[src/rtl/serial_add_ctrl.sv]
// rtl/serial_add_ctrl.sv - bit-serial adder controller sharing one full-adder cell
// Adds two WIDTH-bit operands plus carry-in LSB first, one bit per clock.

module double_half_adder (
    input  logic a_i,
    input  logic b_i,
    input  logic c_i,
    output logic s_o,
    output logic c_o
);
    logic s1, c1, c2;

    // Two half adders chained, with their carries ORed, form the full adder.
    assign s1  = a_i ^ b_i;
    assign c1  = a_i & b_i;
    assign s_o = s1 ^ c_i;
    assign c2  = s1 & c_i;
    assign c_o = c1 | c2;
endmodule

module serial_add_ctrl #(
    parameter int WIDTH = 8
) (
    input  logic             clk_i,
    input  logic             rst_ni,
    input  logic             in_valid_i,
    output logic             in_ready_o,
    input  logic [WIDTH-1:0] a_i,
    input  logic [WIDTH-1:0] b_i,
    input  logic             c_i,
    output logic             out_valid_o,
    input  logic             out_ready_i,
    output logic [WIDTH-1:0] s_o,
    output logic             c_o,
    output logic             busy_o
);
    localparam int CW = ($clog2(WIDTH) > 1) ? $clog2(WIDTH) : 1;

    localparam logic [1:0] S_IDLE = 2'd0;
    localparam logic [1:0] S_RUN  = 2'd1;
    localparam logic [1:0] S_DONE = 2'd2;

    logic [1:0]       state_q, state_d;
    logic [CW-1:0]    cnt_q, cnt_d;
    logic [WIDTH-1:0] a_q, a_d;
    logic [WIDTH-1:0] b_q, b_d;
    logic [WIDTH-1:0] sum_q, sum_d;
    logic             carry_q, carry_d;
    logic             fa_s, fa_c;

    double_half_adder u_fa (
        .a_i (a_q[0]),
        .b_i (b_q[0]),
        .c_i (carry_q),
        .s_o (fa_s),
        .c_o (fa_c)
    );

    always_comb begin
        state_d = state_q;
        cnt_d   = cnt_q;
        a_d     = a_q;
        b_d     = b_q;
        sum_d   = sum_q;
        carry_d = carry_q;
        case (state_q)
            S_IDLE: begin
                if (in_valid_i) begin
                    a_d     = a_i;
                    b_d     = b_i;
                    carry_d = c_i;
                    cnt_d   = '0;
                    state_d = S_RUN;
                end
            end
            S_RUN: begin
                // Sum bits enter at the MSB so after WIDTH shifts bit 0 sits at the LSB.
                sum_d   = {fa_s, sum_q[WIDTH-1:1]};
                a_d     = a_q >> 1;
                b_d     = b_q >> 1;
                carry_d = fa_c;
                cnt_d   = cnt_q + CW'(1);
                if (cnt_q == CW'(WIDTH - 1)) begin
                    state_d = S_DONE;
                end
            end
            S_DONE: begin
                if (out_ready_i) begin
                    state_d = S_IDLE;
                end
            end
            default: begin
                state_d = S_IDLE;
            end
        endcase
    end

    always_ff @(posedge clk_i or negedge rst_ni) begin
        if (!rst_ni) begin
            state_q <= S_IDLE;
            cnt_q   <= '0;
            a_q     <= '0;
            b_q     <= '0;
            sum_q   <= '0;
            carry_q <= 1'b0;
        end else begin
            state_q <= state_d;
            cnt_q   <= cnt_d;
            a_q     <= a_d;
            b_q     <= b_d;
            sum_q   <= sum_d;
            carry_q <= carry_d;
        end
    end

    assign in_ready_o  = (state_q == S_IDLE);
    assign out_valid_o = (state_q == S_DONE);
    assign busy_o      = (state_q == S_RUN) || (state_q == S_DONE);
    assign s_o         = sum_q;
    assign c_o         = carry_q;
endmodule
[config.mk]
export PLATFORM = sky130hd
export DESIGN_NAME = serial_add_ctrl
export DESIGN_NICKNAME = d
export VERILOG_FILES = /design/src/rtl/serial_add_ctrl.sv
export SDC_FILE = /design/constraint.sdc
export NUM_CORES = 1
export LEC_CHECK = 0
export ABC_AREA = 0
export CORE_MARGIN = 2
export CORE_UTILIZATION = 30
export CTS_BUF_LIST = sky130_fd_sc_hd__clkbuf_4 sky130_fd_sc_hd__clkbuf_8 sky130_fd_sc_hd__clkbuf_16
export CTS_CLUSTER_SIZE = 10
export DETAILED_ROUTE_END_ITERATION = 10
export SYNTH_ARGS = -nofsm -noshare
export SYNTH_HDL_FRONTEND = slang
export SYNTH_SLANG_ARGS = --single-unit
export TNS_END_PERCENT = 20
[constraint.sdc]
create_clock -name clk_i -period 3.3 [get_ports clk_i]
set_clock_uncertainty 0.15 [all_clocks]
set_input_delay 0.66 -clock clk_i [delete_from_list [all_inputs] [get_ports clk_i]]
set_output_delay 0.66 -clock clk_i [all_outputs]
set_load 0.005 [all_outputs]
==> metrics.txt <==
outcome=completed; proportion of synthesized flip-flops having asynchronous set or reset=100%; cell area after layout=1890 µm²; initial standard-cell utilization of the core=30.6%; chain of cells forming the critical path=inv_1, ha_1, clkdlybuf4s50_1; maximum count of clock buffers along a single path=2; IR Drop Worst-Case VDD=roughly 0.5 mV; prevailing post-synth register cell=sky130_fd_sc_hd__dfrtp_1; number of fill cells=between 400 and 500; Ant. Diodes=0; area of the multi-input gates=roughly 600 µm²; number of remaining DRC errors=0; cell with the most instances after synthesis=sky130_fd_sc_hd__dfrtp_1; post-layout net count=182; DRT iter0 DRCs=a little over 40; pre-CTS worst setup slack=around 1.1 ns; post-CTS setup buffers=0; Row Count=25; average vias per placed instance=approximately 4.6; clock sinks=30; die extent in y=between 70 and 80 µm; worst endpoint required time=between 2 and 2.5 ns; Avg Inst Size Synth=around 12 µm²; # Max-Cap Violations=0; Num CTS Buffers=5; Total Neg Setup Slack=0 ns; Hold Crit Class=flop to flop; instance count of the mapped netlist=118; clock tree from TritonCTS=done; Synth Warn #=0; post-route antenna net violation count=0; number of enable flip-flop cells after synthesis=0; H-tree level count=2; all-layer global routing usage=between 10 and 15%; final worst path period share=74.7%; number of max-slew violations in the final report=0; WS Path Type=flop to output port; Die Wd=between 70 and 80 µm; Max Fclk=406 MHz; cell with the biggest individual delay on the critical path=sky130_fd_sc_hd__clkdlybuf4s50_1; Die Footprint=5320 µm²; RD Place Congestion=between 0.7 and 0.8; static leakage=slightly above 0.0008 µW; sequential cell area fraction in the yosys report=52.7%; sum of routed wire length over all layers=around 2500 µm; number of failing hold endpoints at the final stage=0; fraction of synthesized cell area taken by the top area cell type=a little over half; Commonest cells post-synth=sky130_fd_sc_hd__dfrtp_1 (30), sky130_fd_sc_hd__nand2_1 (17), sky130_fd_sc_hd__mux2i_1 (15); endpoint type of the worst setup path=output port; main area contributors after synthesis=sky130_fd_sc_hd__dfrtp_1 (53%), sky130_fd_sc_hd__mux2i_1 (11%), sky130_fd_sc_hd__mux2_2 (7.9%), sky130_fd_sc_hd__ha_1 (5.3%), sky130_fd_sc_hd__o21ai_0 (4.6%); Core ar.=4660 µm²; synthesized netlist net count=between 100 and 150; buffers added on ports=32; DP Wirelength=around 1800 µm; first-pass GRT wire length=4200 µm; post-route worst setup slack=~0.84 ns; critical path peak fanout=8; relative slew slack=between 70% and 80%; share of cells above drive strength 1=14.8%; largest stage delay on the critical path=0.56 ns; vias in the first global route=between 900 and 1000; vias post-DR=~960; Area growth syn-to-layout=32.5%; number of I/O pins=33; worst slew pin tran=roughly 0.41 ns; clock-pin transition on the worst setup and hold timing paths=about 0.06 ns; startpoint kind of the worst setup timing path=flop; count of cells resized by post-cts repair=0; endpoints failing setup=0; unrepaired setup endpoints after global routing=no; maximum number of pins on one net before global-route repair=34; area occupied by registers=about 750 µm²; CTS root buf=sky130_fd_sc_hd__clkbuf_8; clock network latency to the later pin of the worst-skew pair=~0.27 ns; global route total overflow=0; number of distinct standard cells referenced by the synthesized netlist=18; Final Critical Period=2.46 ns; flip-flop and latch count after synthesis=30; power density cells=about 940 nW/µm²; signal arrival time at the worst endpoint=1.65 ns; cell type with the highest aggregate area in the netlist=sky130_fd_sc_hd__dfrtp_1; area after detailed placement=1780 µm²; initial antenna violation count=0; drt wl/cell=roughly 12 µm; combined area of all synthesized cells=1430 µm²; number of buffers inserted by hold repair at cts=0; router iterations before antenna repair=4
-- metal layers --
layer  wire [µm]  track usage [%]
met1        1120             13.0
met2        1200             15.8
met3         142             4.01
met4          34             4.32
met5           0                0
-- cells in the final DEF, fill, tap and decap left out --
cell and n:
sky130_fd_sc_hd__o21ai_0 13, sky130_fd_sc_hd__mux2i_1 15, sky130_fd_sc_hd__mux2_2 10, sky130_fd_sc_hd__inv_1 6, sky130_fd_sc_hd__o2bb2ai_1 2, sky130_fd_sc_hd__clkdlybuf4s50_1 32, sky130_fd_sc_hd__nand2b_1 1, sky130_fd_sc_hd__nand2_1 17
sky130_fd_sc_hd__mux2i_2 1, sky130_fd_sc_hd__o221ai_2 1, sky130_fd_sc_hd__ha_1 6, sky130_fd_sc_hd__fa_1 1, sky130_fd_sc_hd__clkbuf_8 8, sky130_fd_sc_hd__dfrtp_1 30, sky130_fd_sc_hd__o21ai_1 5, sky130_fd_sc_hd__buf_4 3
sky130_fd_sc_hd__a32o_1 2, sky130_fd_sc_hd__nand3_1 2
-- report_power, final --
group / total [µW] / internal, µW / switching (µW) / leakage [µW]
logic: 799 / 441 / 358 / 0.000393
clock network: 332 / 210 / 122 / 0.0000575
registers: 650 / 548 / 102 / 0.000373
-- kinds of logic (layout without fill, tap and decap cells) --
kind of cell               Yosys count  in the layout  synth area share [%]
muxes                               26             26                  19.4
and+or+nand+nor                     20             20                  5.62
DFF                                 30             30                  52.7
buffers and inverters               12             49                  5.62
AOI/OAI and AO/OA                   23             23                  10.0
adders and majority gates            7              7                  6.67
-- cell type report --
cell class	instances	area share, %
clock buffer	8	5.83
inverter	6	1.19
multi-input combinational	76	31.5
sequential	30	39.8
tap	54	3.58
timing repair buffer	35	18.2
-- per-stage QoR --
| stage | cells | total power, µW | hold WS [ns] | util, % |
|---|---|---|---|---|
| after global placement | 201 | 1430 | 0.314 | 38.1 |
| after floorplan | 118 | 1220 | 0.214 | - |
| after global routing | 209 | 1940 | 0.351 | 40.5 |
| after CTS | 209 | 1820 | 0.335 | 40.5 |
| after detailed placement | 201 | 1470 | 0.322 | 38.1 |
| final | 209 | 1780 | 0.326 | 40.5 |
-- worst max-delay path, delay by kind of cell, from the launching register on --
family	cells	cell delay [ns]
adders and majority gates	1	0.32
DFF	1	0.40
buffers and inverters	2	0.67
-- registers in the layout, summed over array words and instances, names as in the netlist --
register,cells
cnt_q,3
a_q,8
b_q,8
state_q,2
s_o,8
c_o,1
-- worst paths after layout --
path                       cells after the start                     end                    from  slack, ns
min in group asynchronous                      2      s_o[5]$_DFFE_PN0N_                  rst_ni       0.62
hold / removal                                 2      a_q[5]$_DFFE_PN0P_      a_q[5]$_DFFE_PN0P_       0.33
setup reg to reg                               6  state_q[0]$_DFFE_PN0P_  state_q[1]$_DFFE_PN0P_       1.24
hold reg to reg                                2      a_q[5]$_DFFE_PN0P_      a_q[5]$_DFFE_PN0P_       0.33
setup / recovery                               3              in_ready_o  state_q[1]$_DFFE_PN0P_       0.84
max in group asynchronous                      2      a_q[4]$_DFFE_PN0P_                  rst_ni       2.10
Note: power is estimated with default switching activity, not from simulation.
